<file path="config.mk">
export PLATFORM = sky130hd
export DESIGN_NAME = divide_unit
export DESIGN_NICKNAME = d
export VERILOG_FILES = /design/src/rtl/divide_unit_pkg.sv /design/src/rtl/divide_unit_div_step.sv /design/src/rtl/divide_unit.sv
export SDC_FILE = /design/constraint.sdc
export NUM_CORES = 1
export LEC_CHECK = 0
export BUFFER_PORTS_ARGS = -buffer_cell sky130_fd_sc_hd__buf_2
export CORE_MARGIN = 5
export CORE_UTILIZATION = 40
export CTS_BUF_LIST = sky130_fd_sc_hd__clkbuf_16
export CTS_CLUSTER_DIAMETER = 200
export DETAILED_ROUTE_END_ITERATION = 8
export GPL_ROUTABILITY_DRIVEN = 0
export MAX_ROUTING_LAYER = met4
export PLACE_DENSITY = 0.68
export SYNTH_ARGS = -nofsm -noshare
export SYNTH_HDL_FRONTEND = slang
export SYNTH_HIERARCHICAL = 1
export SYNTH_SLANG_ARGS = --single-unit
export TNS_END_PERCENT = 20
</file>
<file path="constraint.sdc">
create_clock -name clk -period 8.4 [get_ports clk]
set_clock_uncertainty 0.2 [all_clocks]
set_input_delay 0.42 -clock clk [delete_from_list [all_inputs] [get_ports clk]]
set_output_delay 0.42 -clock clk [all_outputs]
set_load 0.01 [all_outputs]
</file>
<file path="src/rtl/divide_unit_pkg.sv">
// Shared constants for the EX-stage divider: ALU divide opcodes, FSM encoding and datapath width.
package divide_unit_pkg;

  localparam int XLEN = 32;

  localparam logic [4:0] OP_DIV  = 5'b01100;
  localparam logic [4:0] OP_DIVU = 5'b01101;
  localparam logic [4:0] OP_REM  = 5'b01110;
  localparam logic [4:0] OP_REMU = 5'b01111;

  typedef enum logic [1:0] {
    IDLE   = 2'd0,
    DIVIDE = 2'd1,
    FINISH = 2'd2
  } state_t;

  // The four divide opcodes are exactly the 011xx block of the decoder's ALU space.
  function automatic logic is_div_op(input logic [4:0] op);
    return (op[4:2] == 3'b011);
  endfunction

endpackage

</file>
<file path="src/rtl/divide_unit_div_step.sv">
// One combinational radix-2 restoring iteration: shift {rem,quo} left, trial-subtract, keep if non-negative.
module divide_unit_div_step #(
  parameter int XLEN = 32
) (
  input  logic [XLEN-1:0] rem_in,
  input  logic [XLEN-1:0] quo_in,
  input  logic [XLEN-1:0] divisor,
  output logic [XLEN-1:0] rem_out,
  output logic [XLEN-1:0] quo_out
);

  logic [XLEN:0] shifted;
  logic [XLEN:0] trial;

  // rem < divisor always holds, so the trial fits in XLEN+1 bits and its MSB is the sign.
  assign shifted = {rem_in, quo_in[XLEN-1]};
  assign trial   = shifted - {1'b0, divisor};

  always_comb begin
    rem_out = shifted[XLEN-1:0];
    quo_out = {quo_in[XLEN-2:0], 1'b0};
    if (!trial[XLEN]) begin
      rem_out = trial[XLEN-1:0];
      quo_out = {quo_in[XLEN-2:0], 1'b1};
    end
  end

endmodule

</file>
<file path="src/rtl/divide_unit.sv">
// Iterative restoring divider for DIV/DIVU/REM/REMU; holds busy high so the pipeline stalls
// until the one-cycle done pulse delivers the result.
module divide_unit
  import divide_unit_pkg::*;
#(
  parameter int CNT_W = 6
) (
  input  logic            clk,
  input  logic            rst_n,
  input  logic            start,
  input  logic [4:0]      alu_opcode,
  input  logic [XLEN-1:0] operand_a,
  input  logic [XLEN-1:0] operand_b,
  input  logic            flush,
  output logic            busy,
  output logic            done,
  output logic [XLEN-1:0] result
);

  localparam logic [XLEN-1:0] INT_MIN = {1'b1, {(XLEN-1){1'b0}}};

  state_t            state;
  logic              signed_op;
  logic              rem_sel;
  logic              a_neg;
  logic              q_neg;
  logic              special;
  logic [XLEN-1:0]   rem_q;
  logic [XLEN-1:0]   quo_q;
  logic [XLEN-1:0]   div_q;
  logic [CNT_W-1:0]  cnt;

  logic [XLEN-1:0]   rem_nx;
  logic [XLEN-1:0]   quo_nx;

  logic              op_signed;
  logic              in_a_neg;
  logic              in_b_neg;
  logic [XLEN-1:0]   abs_a;
  logic [XLEN-1:0]   abs_b;
  logic              b_zero;
  logic              overflow;
  logic [XLEN-1:0]   quo_fix;
  logic [XLEN-1:0]   rem_fix;

  divide_unit_div_step #(.XLEN(XLEN)) u_step (
    .rem_in  (rem_q),
    .quo_in  (quo_q),
    .divisor (div_q),
    .rem_out (rem_nx),
    .quo_out (quo_nx)
  );

  // Opcode bit 0 clear means a signed op; bit 1 set selects the remainder.
  assign op_signed = ~alu_opcode[0];
  assign in_a_neg  = op_signed & operand_a[XLEN-1];
  assign in_b_neg  = op_signed & operand_b[XLEN-1];
  assign abs_a     = in_a_neg ? (~operand_a + 1'b1) : operand_a;
  assign abs_b     = in_b_neg ? (~operand_b + 1'b1) : operand_b;
  assign b_zero    = (operand_b == '0);
  assign overflow  = op_signed && (operand_a == INT_MIN) && (operand_b == '1);

  assign quo_fix = (signed_op && q_neg) ? (~quo_q + 1'b1) : quo_q;
  assign rem_fix = (signed_op && a_neg) ? (~rem_q + 1'b1) : rem_q;

  // Single FSM with registered busy/done/result; flush overrides everything except reset.
  always_ff @(posedge clk or negedge rst_n) begin
    if (!rst_n) begin
      state     <= IDLE;
      busy      <= 1'b0;
      done      <= 1'b0;
      result    <= '0;
      signed_op <= 1'b0;
      rem_sel   <= 1'b0;
      a_neg     <= 1'b0;
      q_neg     <= 1'b0;
      special   <= 1'b0;
      rem_q     <= '0;
      quo_q     <= '0;
      div_q     <= '0;
      cnt       <= '0;
    end else begin
      done <= 1'b0;
      if (flush) begin
        state <= IDLE;
        busy  <= 1'b0;
      end else begin
        case (state)
          IDLE: begin
            if (start && !done && is_div_op(alu_opcode)) begin
              signed_op <= op_signed;
              rem_sel   <= alu_opcode[1];
              a_neg     <= in_a_neg;
              q_neg     <= in_a_neg ^ in_b_neg;
              cnt       <= '0;
              busy      <= 1'b1;
              if (b_zero) begin
                special <= 1'b1;
                quo_q   <= '1;
                rem_q   <= operand_a;
                div_q   <= '0;
                state   <= FINISH;
              end else if (overflow) begin
                special <= 1'b1;
                quo_q   <= INT_MIN;
                rem_q   <= '0;
                div_q   <= operand_b;
                state   <= FINISH;
              end else begin
                special <= 1'b0;
                quo_q   <= abs_a;
                rem_q   <= '0;
                div_q   <= abs_b;
                state   <= DIVIDE;
              end
            end
          end
          DIVIDE: begin
            rem_q <= rem_nx;
            quo_q <= quo_nx;
            cnt   <= cnt + 1'b1;
            if (cnt == CNT_W'(XLEN-1)) begin
              state <= FINISH;
            end
          end
          FINISH: begin
            if (special) begin
              result <= rem_sel ? rem_q : quo_q;
            end else begin
              result <= rem_sel ? rem_fix : quo_fix;
            end
            done  <= 1'b1;
            busy  <= 1'b0;
            state <= IDLE;
          end
          default: begin
            state <= IDLE;
            busy  <= 1'b0;
          end
        endcase
      end
    end
  end

endmodule

</file>
==> flow_summary.yaml <==
global_routing:
  grt_max_degree: 87
  groute.usage.overall_pct: 23.45
  overflow: 0
  antenna_found_initial: 2
  grt_pass1_wl_um: 65270
  grt_pass1_vias: 11840
synth:
  synthCells: 1548
  avgSynthCellArea_um2: 8.071
  synth_edf_count: 0
  synth.distinct_cells: 97
  synth_seq_cells: 143
  synth_ff_type: "dfrtp_1"
  synth.net_count: 1660
  ys_warn_count: 6
  async_flop_share_pct: 100.0
  synth_area_um2: 12490
  synth_seq_area_share_pct: 28.64
detailed_routing:
  drcViolationCount: 0
  vias_per_cell: 6.336
  dr.pass1.iters: 6
  routed-via-count: 12510
  ant_nets: 0
  drtIter0Drc: 1612
  wl_per_cell_um: 20.51
  wl_um: 40480
worst_hold_path:
  min_path_cells: 2
  hold_end: "cnt[0]$_DFFE_PN0P_"
  hold_start: "flush"
  hp-class: "in -> reg"
setup_path:
  worst_ep_required_time_ns: 8.50
  crit_type: "reg -> reg"
  startpoint: "quo_q[31]$_DFFE_PN0P_"
  critPathLaunchType: "register"
  worst_setup_path_end_kind: "register"
  cp_max_fo: 24
  worstRegToRegCells: 15
  reg2reg_to: "rem_q[21]$_DFFE_PN0P_"
  arrival_ns: 4.41
  r2r_start: "quo_q[31]$_DFFE_PN0P_"
  r2r_slack_ns: 4.09
sta:
  fmax_ghz: 0.2323
  hold_viol: 0
  maxSlewViolCount: 0
  whs_ns: 0.04686
  max_slew_margin_pct: 16.48
  worst_pin_slew_ns: 1.248
  tns_ns: 0
  rsz0062_at_grt: "false"
  period_share_pct: 51.26
  setup_violations: 0
  finalCriticalPeriod_ns: 4.306
floorplanning:
  die-area_um2: 34870
  die_x_um: 186.7
  rows: 64
  ios: 107
  coreArea_um2: 30750
  die_h_um: 186.7
  start_util_pct: 40.63
run:
  maxCapViolations: 0
clock_network:
  clock_sinks: 143
  htreeDepth: 4
  cts_buffer_depth: 2
  clk_pin_slew_ns: 0.07
  clock-root-buffer: "clkbuf_16"
  cts_made_buffers: 17
  post_cts_buffers: 0
  cts_tree: "yes"
  clk_latency_ns: 0.44
pwr:
  intPower_uw: 2127
  comb_power_share_pct: 48.3
  pwr-share-seq_pct: 30.4
  power.leakage_uw: 0.005630
  swShare_pct: 43.93
  peakVddDrop_uv: 182.0
  power_density_nw_per_um2: 279.4
  clkPwrFrac_pct: 21.3
  p_sw_uw: 1667
cells_and_area:
  nets: 1675
  nFillCells: 3076
  regArea_um2: 3580
  areaGrowthSynthToFinish_pct: 8.682
  drive_gt1_share_pct: 14.34
  multi_input_area_um2: 7979
placed_design:
  detailed_place_hpwl_um: 29410
  portBuffers: 106
status:
  status: "completed"
[cell families after synthesis]
kind of cell,synth area share (%)
fa+ha+maj,3.966
simple gates,24.59
compound gates,23.63
xor+xnor,5.117
mux,6.419
buf+inv,7.631
flops,28.64
[power groups by stage]
stage	Sequential [µW]	Clock, µW	Combinational [µW]
final	1150	808	1830
after global routing	1170	851	2010
after CTS	1130	820	1800
after detailed placement	1150	0	1790
after global placement	1140	0	1750
after floorplan	1010	0	1560
[final cells by class]
type | count | share of cell area, %
Inverter | 54 | 1.548
Sequential cell | 143 | 26.36
Timing Repair Buffer | 127 | 5.151
Multi-Input combinational cell | 1220 | 58.76
Tap cell | 396 | 3.649
Clock inverter | 15 | 1.364
Clock buffer | 17 | 3.133
Antenna cell | 2 | 0.03686
[what timing repair did]
item / CTS / global route
gates resized for setup: 0 / 0
endpoints found under the hold margin: 86 / 0
hold buffers: 2 / 0
[critical path, stage by stage (launching register included)]
cell	delay, ns
dfrtp_1	0.51
inv_1	0.09
ha_1	0.24
fa_1	0.40
and2b_2	0.25
o2111ai_2	0.13
a21oi_2	0.20
o2111ai_1	0.22
a211oi_2	0.35
nor2_4	0.10
mux2i_4	0.33
and2_4	0.31
inv_8	0.12
mux2_4	0.32
a221oi_1	0.32
nor2_1	0.09
[worst max path at each step]
stage / to / cells past startpoint
2_1_floorplan: rem_q[10]$_DFFE_PN0P_ / 17
3_3_place_gp: rem_q[5]$_DFFE_PN0P_ / 15
3_5_place_dp: rem_q[21]$_DFFE_PN0P_ / 15
4_1_cts: rem_q[8]$_DFFE_PN0P_ / 15
5_1_grt: rem_q[21]$_DFFE_PN0P_ / 15
6_report: rem_q[21]$_DFFE_PN0P_ / 15
[cell usage in the layout, fill, tap and decap left out, types with 28 or more instances in the layout]
| cell type | n |
|---|---|
| a21oi_1 | 92 |
| o211ai_1 | 32 |
| or4_1 | 35 |
| o21ai_0 | 95 |
| ha_1 | 38 |
| nor2_1 | 155 |
| xnor2_1 | 30 |
| or3_1 | 29 |
| dfrtp_1 | 142 |
| inv_1 | 52 |
| buf_2 | 105 |
| mux2i_1 | 28 |
| nand2_1 | 135 |
| nor3_1 | 53 |
| a221oi_1 | 39 |
| xor2_1 | 43 |
| nand3_1 | 66 |
[routing by layer]
metal	routed length (µm)	part of all wire, %	vias to the layer above	global-route usage [%]
li1	-	-	5820	-
met1	17840	44	5910	32.57
met2	17970	44	691	35.10
met3	3584	8.9	87	4.111
met4	1088	2.7	0	7.167
met5	0	0	-	-
[synthesized netlist by cell type, types with 29 or more instances]
| library cell | number | area, µm² |
|---|---|---|
| nor2_1 | 156 | 585.6 |
| xor2_1 | 43 | 376.6 |
| xnor2_1 | 30 | 262.8 |
| a221oi_1 | 39 | 341.6 |
| clkbuf_1 | 68 | 255.2 |
| ha_1 | 38 | 475.5 |
| or3_1 | 29 | 181.4 |
| o211ai_1 | 32 | 240.2 |
| nand3_1 | 66 | 330.3 |
| buf_4 | 38 | 285.3 |
| a21oi_1 | 92 | 460.4 |
| o21ai_0 | 95 | 475.5 |
| nand2_1 | 135 | 506.7 |
| dfrtp_1 | 143 | 3578 |
| or4_1 | 35 | 262.8 |
| nor3_1 | 53 | 265.3 |
| inv_1 | 51 | 191.4 |
[registers in the layout (all words and copies together) (netlist names)]
register   count
div_q         32
quo_q         32
rem_q         32
result        32
cnt            6
state          2
a_neg          1
busy           1
done           1
q_neg          1
rem_sel        1
signed_op      1
special        1
[through the flow]
step | cell area, µm² | power, µW | util (%) | worst slack [ns] | instances
6_report | 13580 | 3794 | 44.16 | 4.094 | 1974
4_1_cts | 13570 | 3755 | 44.14 | 4.110 | 1972
3_5_place_dp | 12940 | 2933 | 42.09 | 4.158 | 1938
3_3_place_gp | 12940 | 2890 | 42.09 | 4.293 | 1938
5_1_grt | 13580 | 4033 | 44.16 | 3.879 | 1974
2_1_floorplan | 12490 | 2572 | - | 4.581 | 1548
(Power assumes the default switching activity.)
